## src/rtl/dm_bus_ctrl_pkg.sv

```systemverilog
// Shared encodings for the data-memory bus controller: dm_type codes, FSM states,
// access-size decode and the registered lane/type record.
package dm_bus_ctrl_pkg;

    localparam logic [2:0] DM_WORD   = 3'd0;
    localparam logic [2:0] DM_HALF   = 3'd1;
    localparam logic [2:0] DM_HALF_U = 3'd2;
    localparam logic [2:0] DM_BYTE   = 3'd3;
    localparam logic [2:0] DM_BYTE_U = 3'd4;

    localparam logic [1:0] ST_IDLE = 2'd0;
    localparam logic [1:0] ST_WAIT = 2'd1;
    localparam logic [1:0] ST_DONE = 2'd2;

    typedef enum logic [1:0] {
        SZ_WORD = 2'd0,
        SZ_HALF = 2'd1,
        SZ_BYTE = 2'd2
    } dm_size_e;

    typedef struct packed {
        logic [2:0] dm_type;
        logic [1:0] lane;
    } dm_acc_t;

    // Unknown dm_type codes fall back to a full-word access.
    function automatic dm_size_e size_of(input logic [2:0] t);
        case (t)
            DM_HALF, DM_HALF_U: return SZ_HALF;
            DM_BYTE, DM_BYTE_U: return SZ_BYTE;
            default:            return SZ_WORD;
        endcase
    endfunction

    function automatic logic is_misaligned(input logic [2:0] t, input logic [1:0] a);
        case (size_of(t))
            SZ_HALF: return a[0];
            SZ_WORD: return a != 2'b00;
            default: return 1'b0;
        endcase
    endfunction

endpackage

```

## src/rtl/dm_bus_ctrl_if.sv

```systemverilog
// Pipeline-side and bus-side signals of dm_bus_ctrl; master is the controller's view,
// slave is the pipeline/bus environment's view.
interface dm_bus_ctrl_if;

    logic        mem_req;
    logic        mem_w;
    logic [31:0] addr;
    logic [31:0] wdata;
    logic [2:0]  dm_type;
    logic [31:0] rdata;
    logic        stall;
    logic        err;

    logic        bus_req;
    logic        bus_we;
    logic [31:0] bus_addr;
    logic [31:0] bus_wdata;
    logic [3:0]  bus_be;
    logic        bus_ready;
    logic [31:0] bus_rdata;

    modport master (
        input  mem_req, mem_w, addr, wdata, dm_type, bus_ready, bus_rdata,
        output rdata, stall, err, bus_req, bus_we, bus_addr, bus_wdata, bus_be
    );

    modport slave (
        output mem_req, mem_w, addr, wdata, dm_type, bus_ready, bus_rdata,
        input  rdata, stall, err, bus_req, bus_we, bus_addr, bus_wdata, bus_be
    );

endinterface

```

## src/rtl/dm_bus_ctrl_lane_align.sv

```systemverilog
// dm_lane_align: byte-lane steering for stores (lane, byte enables, replicated data)
// and right-shift plus sign/zero extension for loads.
module dm_lane_align
    import dm_bus_ctrl_pkg::*;
(
    input  logic [2:0]  i_st_type,
    input  logic [1:0]  i_st_addr_lo,
    input  logic [31:0] i_st_wdata,
    output logic [1:0]  o_st_lane,
    output logic [3:0]  o_st_be,
    output logic [31:0] o_st_wdata,

    input  logic [2:0]  i_ld_type,
    input  logic [1:0]  i_ld_lane,
    input  logic [31:0] i_ld_word,
    output logic [31:0] o_ld_data
);

    logic [31:0] w_ld_shift;

    // Half accesses ignore addr[0], word accesses ignore addr[1:0]: alignment is forced here.
    always_comb begin
        o_st_lane  = 2'b00;
        o_st_be    = 4'b1111;
        o_st_wdata = i_st_wdata;
        case (size_of(i_st_type))
            SZ_BYTE: begin
                o_st_lane  = i_st_addr_lo;
                o_st_be    = 4'b0001 << i_st_addr_lo;
                o_st_wdata = {4{i_st_wdata[7:0]}};
            end
            SZ_HALF: begin
                o_st_lane  = {i_st_addr_lo[1], 1'b0};
                o_st_be    = 4'b0011 << {i_st_addr_lo[1], 1'b0};
                o_st_wdata = {2{i_st_wdata[15:0]}};
            end
            default: ;
        endcase
    end

    assign w_ld_shift = i_ld_word >> {i_ld_lane, 3'b000};

    always_comb begin
        o_ld_data = w_ld_shift;
        case (i_ld_type)
            DM_BYTE:   o_ld_data = {{24{w_ld_shift[7]}}, w_ld_shift[7:0]};
            DM_BYTE_U: o_ld_data = {24'h000000, w_ld_shift[7:0]};
            DM_HALF:   o_ld_data = {{16{w_ld_shift[15]}}, w_ld_shift[15:0]};
            DM_HALF_U: o_ld_data = {16'h0000, w_ld_shift[15:0]};
            default:   o_ld_data = w_ld_shift;
        endcase
    end

endmodule

```

## src/rtl/dm_bus_ctrl.sv

```systemverilog
// dm_bus_ctrl: stalls the pipeline MEM stage while a load/store runs on a ready-handshake bus.
// Optional trap on misaligned half/word accesses: define DM_MISALIGN_TRAP_EN.
//
// state | meaning
// IDLE  | no bus access; a mem_req is accepted (or trapped) this cycle
// WAIT  | bus_req held; waiting for bus_ready or the WAIT_MAX timeout
// DONE  | rdata valid for one cycle; pipeline advances, mem_req ignored
module dm_bus_ctrl
    import dm_bus_ctrl_pkg::*;
#(
    parameter int WAIT_MAX = 15
) (
    input  logic          clk,
    input  logic          rst,
    dm_bus_ctrl_if.master dm
);

    localparam int              CW       = (WAIT_MAX > 1) ? $clog2(WAIT_MAX) : 1;
    localparam logic [CW-1:0]   CNT_LAST = CW'(WAIT_MAX - 1);

    logic [1:0]    r_state;
    logic [CW-1:0] r_cnt;
    logic          r_bus_req;
    logic          r_bus_we;
    logic [31:0]   r_bus_addr;
    logic [31:0]   r_bus_wdata;
    logic [3:0]    r_bus_be;
    dm_acc_t       r_acc;
    logic [31:0]   r_rword;

    logic [1:0]    w_st_lane;
    logic [3:0]    w_st_be;
    logic [31:0]   w_st_wdata;
    logic [31:0]   w_ld_data;
    logic          w_trap;
    logic          w_timeout;

    dm_lane_align u_lane_align (
        .i_st_type    (dm.dm_type),
        .i_st_addr_lo (dm.addr[1:0]),
        .i_st_wdata   (dm.wdata),
        .o_st_lane    (w_st_lane),
        .o_st_be      (w_st_be),
        .o_st_wdata   (w_st_wdata),
        .i_ld_type    (r_acc.dm_type),
        .i_ld_lane    (r_acc.lane),
        .i_ld_word    (r_rword),
        .o_ld_data    (w_ld_data)
    );

`ifdef DM_MISALIGN_TRAP_EN
    assign w_trap = is_misaligned(dm.dm_type, dm.addr[1:0]);
`else
    assign w_trap = 1'b0;
`endif

    // bus_ready wins over the timeout when both land on the last WAIT cycle.
    assign w_timeout = (r_state == ST_WAIT) && !dm.bus_ready && (r_cnt == CNT_LAST);

    // Gated by rst so a held mem_req cannot stall the pipeline during reset.
    assign dm.stall = rst && (((r_state == ST_IDLE) && dm.mem_req) || (r_state == ST_WAIT));
    assign dm.err   = rst && (((r_state == ST_IDLE) && dm.mem_req && w_trap) || w_timeout);
    assign dm.rdata = (r_state == ST_DONE) ? w_ld_data : 32'h0;

    assign dm.bus_req   = r_bus_req;
    assign dm.bus_we    = r_bus_we;
    assign dm.bus_addr  = r_bus_addr;
    assign dm.bus_wdata = r_bus_wdata;
    assign dm.bus_be    = r_bus_be;

    always_ff @(posedge clk or negedge rst) begin
        if (!rst) begin
            r_state     <= ST_IDLE;
            r_cnt       <= '0;
            r_bus_req   <= 1'b0;
            r_bus_we    <= 1'b0;
            r_bus_addr  <= 32'h0;
            r_bus_wdata <= 32'h0;
            r_bus_be    <= 4'h0;
            r_acc       <= '0;
            r_rword     <= 32'h0;
        end else begin
            case (r_state)
                ST_IDLE: begin
                    if (dm.mem_req) begin
                        if (w_trap) begin
                            r_rword <= 32'h0;
                            r_state <= ST_DONE;
                        end else begin
                            r_bus_req   <= 1'b1;
                            r_bus_we    <= dm.mem_w;
                            r_bus_addr  <= {dm.addr[31:2], 2'b00};
                            r_bus_wdata <= w_st_wdata;
                            r_bus_be    <= w_st_be;
                            r_acc       <= '{dm_type: dm.dm_type, lane: w_st_lane};
                            r_cnt       <= '0;
                            r_state     <= ST_WAIT;
                        end
                    end
                end
                ST_WAIT: begin
                    if (dm.bus_ready) begin
                        r_rword   <= dm.bus_rdata;
                        r_bus_req <= 1'b0;
                        r_bus_we  <= 1'b0;
                        r_state   <= ST_DONE;
                    end else if (r_cnt == CNT_LAST) begin
                        r_rword   <= 32'h0;
                        r_bus_req <= 1'b0;
                        r_bus_we  <= 1'b0;
                        r_state   <= ST_DONE;
                    end else begin
                        r_cnt <= r_cnt + CW'(1);
                    end
                end
                ST_DONE: r_state <= ST_IDLE;
                default: r_state <= ST_IDLE;
            endcase
        end
    end

endmodule

```

## src/flat_wrapper.sv

```systemverilog
// flat-port wrapper written by rule: the top's interface ports become plain ports
module dm_bus_ctrl_flat import dm_bus_ctrl_pkg::*;
#(
    parameter int WAIT_MAX = 15
)
  (clk, rst, dm_mem_req, dm_mem_w, dm_addr, dm_wdata, dm_dm_type, dm_bus_ready, dm_bus_rdata, dm_rdata, dm_stall, dm_err, dm_bus_req, dm_bus_we, dm_bus_addr, dm_bus_wdata, dm_bus_be);
  dm_bus_ctrl_if dm_i ();
  input  logic clk;
  input  logic rst;
  input wire logic [$bits(dm_i.mem_req)-1:0] dm_mem_req;
  input wire logic [$bits(dm_i.mem_w)-1:0] dm_mem_w;
  input wire logic [$bits(dm_i.addr)-1:0] dm_addr;
  input wire logic [$bits(dm_i.wdata)-1:0] dm_wdata;
  input wire logic [$bits(dm_i.dm_type)-1:0] dm_dm_type;
  input wire logic [$bits(dm_i.bus_ready)-1:0] dm_bus_ready;
  input wire logic [$bits(dm_i.bus_rdata)-1:0] dm_bus_rdata;
  output wire logic [$bits(dm_i.rdata)-1:0] dm_rdata;
  output wire logic [$bits(dm_i.stall)-1:0] dm_stall;
  output wire logic [$bits(dm_i.err)-1:0] dm_err;
  output wire logic [$bits(dm_i.bus_req)-1:0] dm_bus_req;
  output wire logic [$bits(dm_i.bus_we)-1:0] dm_bus_we;
  output wire logic [$bits(dm_i.bus_addr)-1:0] dm_bus_addr;
  output wire logic [$bits(dm_i.bus_wdata)-1:0] dm_bus_wdata;
  output wire logic [$bits(dm_i.bus_be)-1:0] dm_bus_be;
  assign dm_i.mem_req = dm_mem_req;
  assign dm_i.mem_w = dm_mem_w;
  assign dm_i.addr = dm_addr;
  assign dm_i.wdata = dm_wdata;
  assign dm_i.dm_type = dm_dm_type;
  assign dm_i.bus_ready = dm_bus_ready;
  assign dm_i.bus_rdata = dm_bus_rdata;
  assign dm_rdata = dm_i.rdata;
  assign dm_stall = dm_i.stall;
  assign dm_err = dm_i.err;
  assign dm_bus_req = dm_i.bus_req;
  assign dm_bus_we = dm_i.bus_we;
  assign dm_bus_addr = dm_i.bus_addr;
  assign dm_bus_wdata = dm_i.bus_wdata;
  assign dm_bus_be = dm_i.bus_be;
  dm_bus_ctrl #(.WAIT_MAX(WAIT_MAX)) u_core (.clk(clk), .rst(rst), .dm(dm_i));
endmodule
```

## config.mk

```make
export PLATFORM = sky130hd
export DESIGN_NAME = dm_bus_ctrl_flat
export DESIGN_NICKNAME = d
export VERILOG_FILES = /design/src/rtl/dm_bus_ctrl_pkg.sv /design/src/rtl/dm_bus_ctrl_if.sv /design/src/rtl/dm_bus_ctrl_lane_align.sv /design/src/rtl/dm_bus_ctrl.sv /design/src/flat_wrapper.sv
export SDC_FILE = /design/constraint.sdc
export NUM_CORES = 1
export LEC_CHECK = 0
export BUFFER_PORTS_ARGS = -buffer_cell sky130_fd_sc_hd__buf_2
export CAP_MARGIN = 20
export CORE_ASPECT_RATIO = 0.8
export CORE_MARGIN = 2
export CORE_UTILIZATION = 45
export CTS_BUF_LIST = sky130_fd_sc_hd__clkbuf_16
export DETAILED_ROUTE_END_ITERATION = 16
export GPL_ROUTABILITY_DRIVEN = 0
export PLACE_DENSITY_LB_ADDON = 0.1
export SYNTH_ARGS = -nofsm -noshare
export SYNTH_HDL_FRONTEND = slang
export SYNTH_HIERARCHICAL = 1
export SYNTH_SLANG_ARGS = --single-unit
```

## constraint.sdc

```tcl
create_clock -name clk -period 2.5 [get_ports clk]
set_input_delay 0.5 -clock clk [delete_from_list [all_inputs] [get_ports clk]]
set_output_delay 0.5 -clock clk [all_outputs]
set_load 0.02 [all_outputs]
```

==> out/results.ini, run 1 <==
[outcome]
status=complete, but fails checks
violations=negative setup slack

[floorplanning]
die_height_um=105
die_x_um=130
fp.dieArea_um2=13700
ios=208
core_area_um2=12300
num_rows=36
initial_core_util_pct=46.7

[cells_and_area]
fin_nets=786
area_growth_pct=28.1
fin_area_um2=7380
fillers=1100
drive_gt1_share_pct=41.9
diodes=0
fin_cells=854

[clock_network]
cts_buffers=9
cts_root_buffer=clkbuf_16
path_clk_slew_ns=0.08
clk_path_buf_depth=2
clock_latency_ns=0.34
cts_max_level=3
tritoncts=built
clkSinkCount=111

[timing]
slew_headroom_pct=53.1
layout_min_cycle_time_ns=2.68
clock_skew_ns=0.00854
timing.fmax_mhz=374
setup_slack_ns=-0.176
setup_viol=16
hold_violations=0
tightest_slew_ns=0.702
slew_violations=0
rsz0062_at_grt=true
period_share_pct=107

[synthesis]
syn_area_per_cell_um2=11.9
netlist_instances=485
ys_top_cells_by_count=dfrtp_1, mux2_1, a22o_1, and3_1, o21ai_0
synth_top_area_cell=dfrtp_1
async_flop_share_pct=100
synth.most_common_cell=dfrtp_1
synth_edf_count=0
ys_ff_latch=111
ys_warn_count=6
ys_seq_area_share_pct=48.2
ys_top_cells_by_area=dfrtp_1, mux2_1, a22o_1
ys_types=47
synth_flop_cell=dfrtp_1
synth_area_um2=5760
yosysTopAreaCellShare_pct=48.2

[pwr]
power_w=0.00845
p_leak_nw=3.64
max-vdd-ir-drop_v=0.000530
power.density_nw_per_um2=1150

[global_routing]
antenna_found_initial=2
grt_pass1_wl_um=23700
first_global_vias=4573
overflow=0
grt_start_max_net_pins=51
grtUsageTotal_pct=21.7

[placement]
dpl-instance-area_um2=6870
post-place-ws_ns=0.117
io_buffers=205
dpl.hpwl_um=10400
dpl.cell_count=830

[critical_path]
path_cells=mux4_2 > a221oi_4 > buf_12 > o2bb2ai_1 > and3_2 > buf_2
worst_ep_arrival_time_ns=2.18
cp_num_cells=6
cp_top_family=multiplexers
crit_fanout=16
end_kind=output pin
cp.required_ns=2.00
cp_slowest_cell=mux4_2
critPathKind=reg -> out
critical-path-max-stage-delay_ns=0.49
start_kind=flop
cp.buffers_inverters=2
reg2reg_depth=3

[drt]
via_per_inst=5.51
dr.first_iter.drc_count=305
antenna_left=0
vias=4706
dr.pass1.iters=4
wl_um=15200
wl_per_cell_um=17.8
drc=0

[min_path]
min_path_type=in -> reg
hold_path_depth=2

[job]
cap_violations=0

## power breakdown
part | internal, W | total [W] | switching, W | leakage [nW]
Combinational | 0.00172 | 0.00383 | 0.00211 | 2.16
Sequential | 0.00260 | 0.00323 | 0.000635 | 1.34
Clock | 0.000699 | 0.00140 | 0.000696 | 0.146
## worst register-to-register path, delay by kind of cell, from the launching register on
| kind | cells | cell delay, ns |
|---|---|---|
| buffers and inverters | 1 | 0.35 |
| DFF | 1 | 0.56 |
| muxes | 1 | 0.37 |
| and+or+nand+nor | 1 | 0.32 |
## final cells by class
type / instances / area [µm²] / area share (%)
Clock inverter: 7 / 61.3 / 0.831
Timing Repair Buffer: 231 / 1340 / 18.2
Tap cell: 171 / 214 / 2.90
Timing Repair inverter: 1 / 7.51 / 0.102
Sequential cell: 111 / 2780 / 37.7
Inverter: 10 / 41.3 / 0.560
Multi-Input combinational cell: 314 / 2700 / 36.7
Clock buffer: 9 / 225 / 3.05
## logic make-up (layout without fill, tap and decap cells)
kind of cell	count (synthesis)	count (layout)	synth area share, %
buffers and inverters	61	258	6.49
and+or+nand+nor	85	85	9.10
xor gates and xnor gates	1	1	0.152
muxes	90	90	17.7
other	1	2	0.0651
DFF	111	111	48.2
adders and majority gates	4	4	0.869
AOI/OAI and AO/OA	132	132	17.4
## layout by cell type, fill, tap and decap left out, drive strengths merged, types with 9 or more instances in the layout
| cell type | synthesis | layout |
|---|---|---|
| nand2 | 11 | 11 |
| a21oi | 10 | 10 |
| mux2 | 73 | 73 |
| buf | 32 | 228 |
| o21ai | 22 | 22 |
| dfrtp | 111 | 111 |
| a22oi | 9 | 9 |
| clkbuf | 19 | 11 |
| nor2b | 14 | 14 |
| a22o | 49 | 49 |
| and3 | 34 | 34 |
| mux2i | 15 | 15 |
| inv | 10 | 14 |
## what timing repair did
action | 4_1_cts | 5_1_grt
pin swaps | 0 | 3
hold buffers | 1 | 0
gates resized for setup | 5 | 32
gates cloned | 0 | 3
hold endpoints to repair | 6 | 0
setup endpoints to repair | 24 | 32
buffers inserted | 4 | 0
## metal layers
metal / track usage, % / up-vias / part of all wire, %
met5: 0 / - / 0.046
met4: 5.09 / 2 / 1.1
met3: 6.20 / 15 / 7.9
met2: 32.4 / 186 / 45
met1: 31.4 / 2306 / 46
li1: - / 2197 / -
## final timing paths
path | to | slack [ns] | start
worst max-delay path | dm_rdata[31] | -0.18 | u_core/r_rword[31]
worst min register to register | u_core/dm.bus_addr[27] | 0.48 | u_core/dm.bus_addr[27]
max in group asynchronous | u_core/r_acc[1] | 0.67 | rst
worst min-delay path | u_core/dm.bus_addr[27] | 0.36 | dm_addr[27]
worst max register to register | u_core/dm.bus_addr[10] | 0.78 | u_core/r_state[0]
min in group asynchronous | u_core/r_cnt[1] | 0.51 | rst
## sequential cells by signal, summed over array words and instances (netlist names)
signal,count
u_core/dm.bus_addr,30
u_core/dm.bus_be,4
u_core/dm.bus_req,1
u_core/dm.bus_wdata,32
u_core/dm.bus_we,1
u_core/r_acc,5
u_core/r_cnt,4
u_core/r_rword,32
u_core/r_state,2
## stage by stage
stage                     setup TNS (ns)  hold slack [ns]  util, %
after global placement                 0            0.338     55.7
after global routing               -4.04            0.350     59.8
after detailed placement               0            0.339     55.7
after CTS                          -2.86            0.345     58.4
final                              -2.57            0.362     59.8
after floorplan                        0            0.204        -
Power figures use the tool's default switching activity.
==> inputs of run 2 (changes only) <==
--- a/config.mk
+++ b/config.mk
@@ -5,6 +5,7 @@
 export SDC_FILE = /design/constraint.sdc
 export NUM_CORES = 1
 export LEC_CHECK = 0
+export ABC_CLOCK_PERIOD_IN_PS = 2500
 export BUFFER_PORTS_ARGS = -buffer_cell sky130_fd_sc_hd__buf_2
 export CAP_MARGIN = 20
 export CORE_ASPECT_RATIO = 0.8
@@ -14,6 +15,7 @@
 export DETAILED_ROUTE_END_ITERATION = 16
 export GPL_ROUTABILITY_DRIVEN = 0
 export PLACE_DENSITY_LB_ADDON = 0.1
+export SKIP_LAST_GASP = 1
 export SYNTH_ARGS = -nofsm -noshare
 export SYNTH_HDL_FRONTEND = slang
 export SYNTH_HIERARCHICAL = 1
==> run 2 against run 1 <==
  * The flow still finishes with violations (negative setup slack)
  * Die area unchanged
  * Worst setup slack improved by 0.00056 ns
  * Sequential share of layout area barely moved
  * Combinational power about the same
  * Routed wire length decreased by 0.35%
  * Final cell count is the same
  * Non-clock buffer count unchanged
  * Flip-flop and latch count is the same
  * Via count fell by 0.30%
  * Register-to-register slack barely moved
  * Core utilization barely moved
  * Clock-buffer cell count is the same
  * Critical endpoint unchanged
==> out/results.ini, run 2 (same netlist as run 1, synthesis figures left out) <==
[critical_path]
reg2reg_depth=3  ; unchanged
r2r-start=u_core/r_state[0]
cp.required_ns=2.00  ; about the same
end_kind=output pin
critPathKind=reg -> out
worst_ep_arrival_time_ns=2.18  ; about the same
critical-path-max-stage-delay_ns=0.49  ; about the same
cp_slowest_cell=mux4_2
crit_fanout=16  ; unchanged
crit_start=u_core/r_rword[31]
start_kind=flop
path_cells=mux4_2 > a221oi_4 > buf_12 > o2bb2ai_1 > and3_2 > buf_2

[global_routing]
use_met2_pct=32.4  ; unchanged
top_usage_layer=met2
grt_use_met1_pct=31.4  ; unchanged
met3_usage_pct=6.20  ; unchanged
first_global_vias=4573  ; unchanged
antenna_found_initial=2  ; unchanged
grt_start_max_net_pins=51  ; unchanged
overflow=0  ; unchanged
grtUsageTotal_pct=21.7  ; unchanged
grt_pass1_wl_um=23700  ; unchanged

[floorplanning]
ios=208  ; unchanged
die_x_um=130  ; unchanged
num_rows=36  ; unchanged
initial_core_util_pct=46.7  ; unchanged
fp.dieArea_um2=13700  ; unchanged
die_height_um=105  ; unchanged
core_area_um2=12300  ; unchanged

[timing]
period_share_pct=107  ; about the same
hold_violations=0  ; unchanged
setup_slack_ns=-0.176  ; +0.000564 ns
slew_headroom_pct=53.1  ; unchanged
clock_skew_ns=0.00852  ; -0.0000142 ns
timing.fmax_mhz=374  ; about the same
whs_ns=0.362  ; -0.0000220 ns
setup_viol=16  ; unchanged
layout_min_cycle_time_ns=2.68  ; -0.000564 ns
slew_violations=0  ; unchanged
rsz0062_at_grt=true
tightest_slew_ns=0.702  ; unchanged

[job]
cap_violations=0  ; unchanged

[min_path]
hold_path_depth=2  ; unchanged
min_path_type=in -> reg
hp-start=dm_addr[27]

[clock_network]
cts_max_level=3  ; unchanged
clkSinkCount=111  ; unchanged
cts_root_buffer=clkbuf_16
clock_latency_ns=0.34  ; about the same
path_clk_slew_ns=0.08  ; about the same
clk_path_buf_depth=2  ; unchanged
cts_buffers=9  ; unchanged
tritoncts=built

[cells_and_area]
final_cell_mix=buf_2, dfrtp_1, mux2_1, a22o_1, and3_1
fillers=1102  ; +0.18%
seqCellArea_um2=2780  ; unchanged
diodes=0  ; unchanged
area_growth_pct=28.0  ; about the same
drive_gt1_share_pct=41.9  ; unchanged
fin_area_um2=7370  ; about the same
fin_nets=786  ; unchanged
multi_input_area_um2=2700  ; unchanged
final_common_cell=buf_2

[drt]
dr.first_iter.drc_count=291  ; -4.6%
dr.pass1.iters=5  ; +1
via_per_inst=5.49  ; -0.30%
wl_per_cell_um=17.7  ; -0.35%
vias=4692  ; -0.30%
drc=0  ; unchanged
antenna_left=0  ; unchanged
wl_um=15100  ; -0.35%

[outcome]
status=complete, but fails checks
violations=negative setup slack

[placement]
dpl-instance-area_um2=6870  ; unchanged
dpl.hpwl_um=10400  ; unchanged
io_buffers=205  ; unchanged

[pwr]
power.density_nw_per_um2=1150  ; about the same
p_leak_nw=3.64  ; about the same
max-vdd-ir-drop_v=0.000531  ; +0.18%

## run 2: cell count changes in the layout (fill, tap and decap cells not counted)
cell / change
buf_2: +1
buf_4: -1
## run 2: critical path: cells and delay by family (launching register included)
| kind | cells | cell delay [ns] |
|---|---|---|
| DFF | 1 | 0.45 |
| and+or+nand+nor | 1 | 0.22 |
| AOI/OAI and AO/OA | 2 | 0.35 |
| muxes | 1 | 0.49 |
| buffers and inverters | 2 | 0.33 |
## run 2: layout make-up
type | count | share of cell area [%]
flip-flops and latches | 111 | 37.7
multi-input cells | 314 | 36.7
repair buffers | 231 | 18.2
clock buffers | 9 | 3.05
well taps | 171 | 2.90
clock inverters | 7 | 0.831
inverters | 10 | 0.560
repair inverters | 1 | 0.102
## run 2: report_power, final
part / internal, W / total, W / switching [W]
logic: 0.00172 / 0.00383 / 0.00211
registers: 0.00260 / 0.00323 / 0.000638
clock network: 0.000699 / 0.00139 / 0.000695
total: 0.00501 / 0.00846 / 0.00345
## run 2: repair_timing
action / in CTS / in global routing
resized for setup: 5 / 31
hold buffers: 1 / 0
pin swaps: 0 / 3
endpoints found under the setup margin: 24 / 32
cloned: 0 / 3
setup buffers: 4 / 0
hold endpoints to repair: 6 / 0
## run 2: layer usage
layer | routed length (µm) | vias up
met1 | 7040 | 2300
met5 | 7 | -
met3 | 1110 | 15
li1 | - | 2198
met4 | 162 | 2
met2 | 6810 | 177
## run 2: final timing paths
check | endpoint | slack, ns
worst min-delay path | u_core/dm.bus_addr[27] | 0.36
worst min register to register | u_core/dm.bus_addr[27] | 0.48
min in group asynchronous | u_core/r_cnt[1] | 0.51
worst max-delay path | dm_rdata[31] | -0.18
worst max register to register | u_core/dm.bus_addr[10] | 0.78
max in group asynchronous | u_core/r_acc[1] | 0.67
## run 2: per-stage QoR
| step | TNS, ns | setup slack (ns) | total power, W | cells | utilization, % |
|---|---|---|---|---|---|
| floorplan | 0 | 0.165 | 0.00560 | 486 | - |
| global placement | 0 | 0.137 | 0.00673 | 830 | 55.7 |
| detailed placement | 0 | 0.117 | 0.00681 | 830 | 55.7 |
| CTS | -2.86 | -0.197 | 0.00830 | 851 | 58.4 |
| global route | -4.04 | -0.269 | 0.00899 | 854 | 59.8 |
| finish | -2.56 | -0.176 | 0.00846 | 854 | 59.8 |
